--- src/rtl/multiplicador_pkg.sv ---
// Shared definitions for the sequential shift-and-add multiplier.
// Latency: n/a (constants and types only).
// Backpressure: n/a.
package multiplicador_pkg;

  // Default operand width and iteration-counter width (log2 of the width).
  localparam int LARG_DEF      = 8;
  localparam int LARG_CONT_DEF = 3;

  // Controller states.
  typedef enum logic [1:0] {
    OCIOSO  = 2'b00,
    CALCULA = 2'b01,
    CONCLUI = 2'b10
  } estado_t;

endpackage

--- src/rtl/somador_8_bits.sv ---
// Carry-ripple adder, LARG bits plus carry-in, sum and carry-out.
// Latency: combinational, no registers.
// Backpressure: none, the outputs always follow the inputs.
// Ports: a, b operands; cin carry-in; s sum; cout carry-out.
module somador_8_bits #(
  parameter int LARG = 8
) (
  input  logic [LARG-1:0] a,
  input  logic [LARG-1:0] b,
  input  logic            cin,
  output logic [LARG-1:0] s,
  output logic            cout
);

  // c[i] is the carry into bit i; c[LARG] leaves the adder.
  logic [LARG:0] c;

  assign c[0] = cin;

  for (genvar i = 0; i < LARG; i++) begin : g_bit
    assign s[i]   = a[i] ^ b[i] ^ c[i];
    assign c[i+1] = (a[i] & b[i]) | (c[i] & (a[i] ^ b[i]));
  end

  assign cout = c[LARG];

endmodule

--- src/rtl/multiplicador_8_bits_seq.sv ---
// Unsigned shift-and-add multiplier, LARG x LARG -> 2*LARG, one partial product per clock.
// Latency: start taken at edge k, produto and done valid after edge k+LARG, idle again after k+LARG+1.
// Backpressure: start is only sampled in OCIOSO; requests while busy or done are dropped, not queued.
// Ports: clk, rst (async, active-high); start, a, b request; produto result; busy, done status.
module multiplicador_8_bits_seq
  import multiplicador_pkg::*;
#(
  parameter int LARG      = LARG_DEF,
  parameter int LARG_CONT = LARG_CONT_DEF
) (
  input  logic              clk,
  input  logic              rst,
  input  logic              start,
  input  logic [LARG-1:0]   a,
  input  logic [LARG-1:0]   b,
  output logic [2*LARG-1:0] produto,
  output logic              busy,
  output logic              done
);

  estado_t estado, estado_prox;

  logic [LARG-1:0]      m;      // multiplicand
  logic [LARG-1:0]      acc;    // upper half of the partial product
  logic [LARG-1:0]      q;      // multiplier, shifted out as product bits shift in
  logic [LARG_CONT-1:0] cont;   // iteration count

  logic [LARG-1:0] parcela;
  logic [LARG-1:0] soma;
  logic            cy;
  logic            ultimo;

  // Add the multiplicand only when the current multiplier bit is set.
  assign parcela = q[0] ? m : '0;

  somador_8_bits #(
    .LARG (LARG)
  ) u_somador (
    .a    (acc),
    .b    (parcela),
    .cin  (1'b0),
    .s    (soma),
    .cout (cy)
  );

  assign ultimo = (cont == LARG_CONT'(LARG - 1));

  // Next-state logic.
  always_comb begin
    estado_prox = estado;
    case (estado)
      OCIOSO:  if (start)  estado_prox = CALCULA;
      CALCULA: if (ultimo) estado_prox = CONCLUI;
      CONCLUI: estado_prox = OCIOSO;
      default: estado_prox = OCIOSO;
    endcase
  end

  // State register; busy/done are decoded from the next state so they come
  // straight out of flops and line up exactly with the state they describe.
  always_ff @(posedge clk or posedge rst) begin
    if (rst) begin
      estado <= OCIOSO;
      busy   <= 1'b0;
      done   <= 1'b0;
    end else begin
      estado <= estado_prox;
      busy   <= (estado_prox == CALCULA);
      done   <= (estado_prox == CONCLUI);
    end
  end

  // Datapath. The adder carry is not held in a flop of its own: each step it
  // is shifted straight into acc[LARG-1], so no product bit is ever dropped.
  always_ff @(posedge clk or posedge rst) begin
    if (rst) begin
      m       <= '0;
      acc     <= '0;
      q       <= '0;
      cont    <= '0;
      produto <= '0;
    end else begin
      case (estado)
        OCIOSO: begin
          if (start) begin
            m    <= a;
            q    <= b;
            acc  <= '0;
            cont <= '0;
          end
        end
        CALCULA: begin
          acc  <= {cy, soma[LARG-1:1]};
          q    <= {soma[0], q[LARG-1:1]};
          cont <= cont + 1'b1;
          // Publish the shifted value of this final step directly.
          if (ultimo) begin
            produto <= {cy, soma, q[LARG-1:1]};
          end
        end
        default: ;
      endcase
    end
  end

endmodule

--- config.mk ---
export PLATFORM = sky130hd
export DESIGN_NAME = multiplicador_8_bits_seq
export DESIGN_NICKNAME = d
export VERILOG_FILES = /design/src/rtl/multiplicador_pkg.sv /design/src/rtl/somador_8_bits.sv /design/src/rtl/multiplicador_8_bits_seq.sv
export SDC_FILE = /design/constraint.sdc
export NUM_CORES = 1
export LEC_CHECK = 0
export BUFFER_PORTS_ARGS = -buffer_cell sky130_fd_sc_hd__buf_4
export CAP_MARGIN = 0
export CORE_MARGIN = 5
export CORE_UTILIZATION = 35
export CTS_CLUSTER_SIZE = 24
export DETAILED_ROUTE_END_ITERATION = 10
export GPL_TIMING_DRIVEN = 0
export SLEW_MARGIN = 30
export SYNTH_ARGS = -nofsm -noshare
export SYNTH_HDL_FRONTEND = slang
export SYNTH_SLANG_ARGS = --single-unit
--- constraint.sdc ---
create_clock -name clk -period 3.9 [get_ports clk]
set_input_delay 0.39 -clock clk [delete_from_list [all_inputs] [get_ports clk]]
set_output_delay 0.39 -clock clk [all_outputs]
set_load 0.005 [all_outputs]
======== Word level (Yosys, flattened, before mapping) ========
Index checks and enable logic that the tools add are counted.
cells by class
  add/subtract/negate cells ............... 1
  equality and inequality tests ........... 5
  multiplexer cells ....................... 10
  bitwise logic cells ..................... 37
  reduce and logical (&&, ||, !) cells .... 5
operator list
  cell                                                              number
  8-bit one-hot mux with 2 select lines                             2
  8-bit two-way mux                                                 3
  1-bit bitwise AND                                                 15
  1-bit bitwise XOR                                                 15
  1-bit bitwise OR                                                  7
  3-bit one-hot mux with 2 select lines                             1
  2-bit AND reduction                                               3
  2-bit by 1-bit == test with 1-bit output (second input constant)  2
  2-bit two-way mux                                                 2
  2-bit one-hot mux with 2 select lines                             1
  3-bit by 1-bit adder with 3-bit output (second input constant)    1
  3-bit == test (second input constant)                             1
  3-bit two-way mux                                                 1
  2-bit == test (second input constant)                             1
  2-bit logical NOT                                                 1
  2-bit != test (second input constant)                             1
  2-bit nonzero test                                                1
storage, ports and cells
  flip-flop bits (word level) ............. 47
  logic and storage cells ................. 66

======== Logic depth before layout (Yosys ltp) ========
  depth after elaboration ................. 17
  gate-level depth with buffers ........... 12
  gate-level depth less buffers ........... 11

======== Hierarchy ========
Synthesis repeated with hierarchy kept, for this count alone.
second synthesis, totals
  cells, all modules ...................... 162
  area total of the unflattened synthesis .. 2174.6 sq um
modules (own cells, without submodules)
  module                    instances  cells an instance  area an instance (sq um)  seq. area each (sq um)
  multiplicador_8_bits_seq  1          144                1976.9                    1176.1
  somador_8_bits            1          18                 197.7                     0.0

======== Least setup slack after synthesis ========
Ideal clock, no wire load.
  kind .................................... reg-to-reg
  start point ............................. register q[0]
  end point ............................... register produto[14]
  setup time .............................. 0.131 ns
  arrival ................................. 3.682 ns
  setup slack ............................. 0.088 ns
  stages on the path, launching flop included .. 13
  path buffers ............................ 1
  clock period less this slack ............ 3.812 ns
  path through ............................ dfrtp_1 -> clkbuf_1 -> and2_1 -> ha_1 -> inv_1 -> fa_1 -> fa_1 -> fa_1 -> fa_1 -> fa_1 -> fa_1 -> fa_1 -> o21ai_0
between the ends
  cells in the longest elaborated chain, start to end .. 15
  elaborated cells between the ends (all ways) .. 28
  those cells by class .................... mux: 1; bitwise: 27
ends and longest elaborated chain
  element                                                        line                            text
  start, declared                                                multiplicador_8_bits_seq.sv:25  logic [LARG-1:0] q;
  start signal, assigned                                         multiplicador_8_bits_seq.sv:94  q <= {soma[0], q[LARG-1:1]};
  8-bit two-way mux *                                            multiplicador_8_bits_seq.sv:34  assign parcela = q[0] ? m : '0;
  1-bit bitwise AND / 1-bit bitwise XOR (equally long branches)  somador_8_bits.sv:22            assign c[i+1] = (a[i] & b[i]) | (c[i] & (a[i] ^ b[i]));
  1-bit bitwise AND                                              somador_8_bits.sv:22
  1-bit bitwise OR                                               somador_8_bits.sv:22
  1-bit bitwise AND                                              somador_8_bits.sv:22
  1-bit bitwise OR                                               somador_8_bits.sv:22
  1-bit bitwise AND                                              somador_8_bits.sv:22
  1-bit bitwise OR                                               somador_8_bits.sv:22
  1-bit bitwise AND                                              somador_8_bits.sv:22
  1-bit bitwise OR                                               somador_8_bits.sv:22
  1-bit bitwise AND                                              somador_8_bits.sv:22
  1-bit bitwise OR                                               somador_8_bits.sv:22
  1-bit bitwise AND                                              somador_8_bits.sv:22
  1-bit bitwise OR                                               somador_8_bits.sv:22
  1-bit bitwise XOR *                                            somador_8_bits.sv:21            assign s[i] = a[i] ^ b[i] ^ c[i];
  end signal, assigned                                           multiplicador_8_bits_seq.sv:98  produto <= {cy, soma, q[LARG-1:1]};
  end, declared                                                  multiplicador_8_bits_seq.sv:16  output logic [2*LARG-1:0] produto,
Mark *: on every way between the ends. The rest lies on a longest branch, timed or not.
A chain may end at the register's enable or synchronous reset.

======== Worst setup path in the final report ========
  start point ............................. register q[0]
  end point ............................... register acc[6]
between the ends
  cells in the longest elaborated chain, start to end .. 16
  elaborated cells between the ends (all ways) .. 29
  those cells by class .................... mux: 2; bitwise: 27
ends and longest elaborated chain
  element                                                        line                            text
  8-bit two-way mux *                                            multiplicador_8_bits_seq.sv:34
  1-bit bitwise AND / 1-bit bitwise XOR (equally long branches)  somador_8_bits.sv:22
  1-bit bitwise AND                                              somador_8_bits.sv:22
  1-bit bitwise OR                                               somador_8_bits.sv:22
  1-bit bitwise AND                                              somador_8_bits.sv:22
  1-bit bitwise OR                                               somador_8_bits.sv:22
  1-bit bitwise AND                                              somador_8_bits.sv:22
  1-bit bitwise OR                                               somador_8_bits.sv:22
  1-bit bitwise AND                                              somador_8_bits.sv:22
  1-bit bitwise OR                                               somador_8_bits.sv:22
  1-bit bitwise AND                                              somador_8_bits.sv:22
  1-bit bitwise OR                                               somador_8_bits.sv:22
  1-bit bitwise AND                                              somador_8_bits.sv:22
  1-bit bitwise OR                                               somador_8_bits.sv:22
  1-bit bitwise XOR *                                            somador_8_bits.sv:21
  8-bit one-hot mux with 2 select lines *                        multiplicador_8_bits_seq.sv:83  case (estado)
  end signal, assigned                                           multiplicador_8_bits_seq.sv:93  acc <= {cy, soma[LARG-1:1]};
  end, declared                                                  multiplicador_8_bits_seq.sv:24  logic [LARG-1:0] acc;
Marks and branches as above.

==> run summary <==
H-tree depth -> 2
Core area -> 5890 µm²
Yosys cell types -> 30
Syn Std Cell Area -> 2110 µm²
Slowest cell delay on critical path -> 0.52 ns
Initial antenna violation count -> 0
Clock Path Buffers -> 2
Status -> completed
Tcrit/Tclk final -> 0.960
Worst-path cell chain -> and2_1, ha_1, inv_1, fa_1, fa_1, fa_2, fa_1, fa_1, fa_1, fa_1, o22ai_1
Full die area -> 7690 µm²
Yosys reg bits -> 47
Min-delay worst type -> primary input to async pin
Rel. slew slack -> 0.621
Fmax -> 267 MHz
Ys flop type -> dfrtp_1
Hold Slack -> 0.139 ns
DR pass1 iterations -> 4
First-pass GRT wire length -> 7130 µm
Worst vdd ir -> 0.232 mV
Syn_nets -> 206
Ratio of cells with drive above 1 in the final layout -> 0.320
Largest net degree at the start of global routing -> 48
Total CTS buffers -> 5
Clock-pin transition on the worst setup and hold timing paths -> 0.08 ns
Most used cell, CP -> fa_1
Hpwl dp -> 3140 µm
Cell row count -> 28
Number of synthesized flops with an enable pin -> 0
Synth top area cells -> dfrtp_1 (56%), fa_1 (6.6%), mux2_2 (5.9%)
Most common library cells after synthesis -> dfrtp_1 (47), nand2_1 (23), inv_1 (17), o21ai_0 (15), mux2_2 (11)
Leading area contributor after synthesis -> dfrtp_1
Slew at the pin with the worst max-slew slack -> 0.569 ns
Routed vias -> 1397
Hold Vio Cnt, Final -> 0
Residual DRC count -> 0
Largest fanout on the critical path -> 2
Root Buffer -> clkbuf_8
Starting Density -> 0.359
RSZ-0062 raised after global routing -> no
Post-route antenna net violation count -> 0
Worst skew pair latency -> 0.30 ns
Setup TNS -> 0 ns
Max cap viols -> 0
CP Capture Type -> register
Vias in the first global route -> 1437
Slowest-stage cell, CP -> fa_1
I/O pins -> 37
Clock Skew -> 0.00537 ns
CP arrival -> 3.93 ns
Die Wd -> 87.7 µm
Startpoint Class -> register
Ant. Diodes -> 0
Setup violators final -> 0
Fin util -> 0.442
Leak -> 1.20 nW
Nets@finish -> 250
Chip height -> 87.7 µm
Port Buffers -> 36
Final slew viol count -> 0
Total grt overflow -> 0
Average cell area after synthesis -> 11.9 µm²
DR WL/cell -> 14.2 µm
Clk sink count -> 47
Cts hold-fix bufs -> 0
Register area share after synthesis -> 0.557
Post-synth ARST share -> 1.00
Post-Synthesis Cells -> 177
Post-Place Setup Slack -> -0.228 ns
Layout overhead on the synthesized area -> 23.0%
Pwr Density -> 816 nW/µm²
Yosys top cell area share -> 0.557
Number of synthesis warnings -> 0
Routed WL -> 4220 µm
Final Critical Period -> 3.74 ns
GP Congestion -> 0.739
Final WS setup -> 0.157 ns
Starting DRT DRC Count -> 87
Overall Global Routing Usage -> 0.121
CTS tree -> yes
DR vias/cell -> 4.70
Worst EP required -> 4.09 ns
Count leader, synth -> dfrtp_1
Crit Path Class -> register to register
## kinds of logic after synthesis
kind of cell,synth area share
buffers and inverters,0.0663
muxes,0.0634
adders and majority gates,0.0841
and+or+nand+nor,0.117
DFF,0.557
AOI/OAI and AO/OA,0.113
## cells in the final DEF, fill, tap and decap left out, drive strengths merged, types with 7 or more instances in the layout
cell    synthesis  layout
inv            17      17
o21ai          15      15
dfrtp          47      47
mux2           11      11
nor3b           7       7
fa              7       7
o22ai           7       7
clkbuf          5      11
buf             6      44
nand2          23      23
## area by class of cell
type                       instances  area, µm²
inverter                          17       66.3
sequential                        47       1180
clock buffer                       7       96.3
timing repair buffer              38        285
buffer                            10       72.6
multi-input combinational        102        800
clock inverter                     1       7.51
fill                             567       3290
tap                               75       93.8
## report_power, final
group / switching (W) / internal, W / leakage (nW) / total, W
clock network: 0.000159 / 0.000161 / 0.0505 / 0.000320
logic: 0.000468 / 0.000495 / 0.584 / 0.000963
registers: 0.000115 / 0.000724 / 0.570 / 0.000839
total: 0.000742 / 0.00138 / 1.20 / 0.00212
## critical path, delay by kind of cell (launching register included)
kind                     cells  cell delay, ns
AO/OA/AOI/OAI                1            0.09
flip-flops                   1            0.38
AND/OR/NAND/NOR              1            0.12
buffers and inverters        1            0.05
adder cells (fa/ha/maj)      8            3.00
## metal layers
layer  GRT usage  vias to the layer above  part of all wire
met5           0                        -                 0
met3      0.0367                        6             0.043
met4      0.0502                        0             0.019
met2       0.185                       22              0.47
li1            -                      687                 -
met1       0.161                      682              0.47
## state kept, by name, summed over array words and instances, names as in the netlist
signal,flops
estado,2
cont,3
m,8
acc,8
produto,16
done,1
q,8
busy,1
## timing repair
| item | CTS | global route |
|---|---|---|
| resized for setup | 1 | 2 |
| endpoints found under the setup margin | 4 | 2 |
| buffers inserted | 2 | 0 |
## per-stage QoR
stage | total power [W] | cell area [µm²] | instances
final | 0.00212 | 2600 | 297
after global routing | 0.00231 | 2600 | 297
after CTS | 0.00215 | 2600 | 297
after detailed placement | 0.00181 | 2480 | 288
after global placement | 0.00178 | 2480 | 288
after floorplan | 0.00147 | 2110 | 177
## path summary, 6_finish.rpt
path / startpoint / end / slack (ns) / depth (start not counted)
setup / recovery: q[0] / acc[6] / 0.16 / 11
hold / removal: rst / produto[13] / 0.14 / 2
setup reg to reg: q[0] / acc[6] / 0.16 / 11
hold reg to reg: produto[6] / produto[6] / 0.49 / 2
max in group asynchronous: rst / q[0] / 3.33 / 2
min in group clk: a[2] / m[2] / 0.32 / 2
Note: power is estimated with default switching activity, not from simulation.
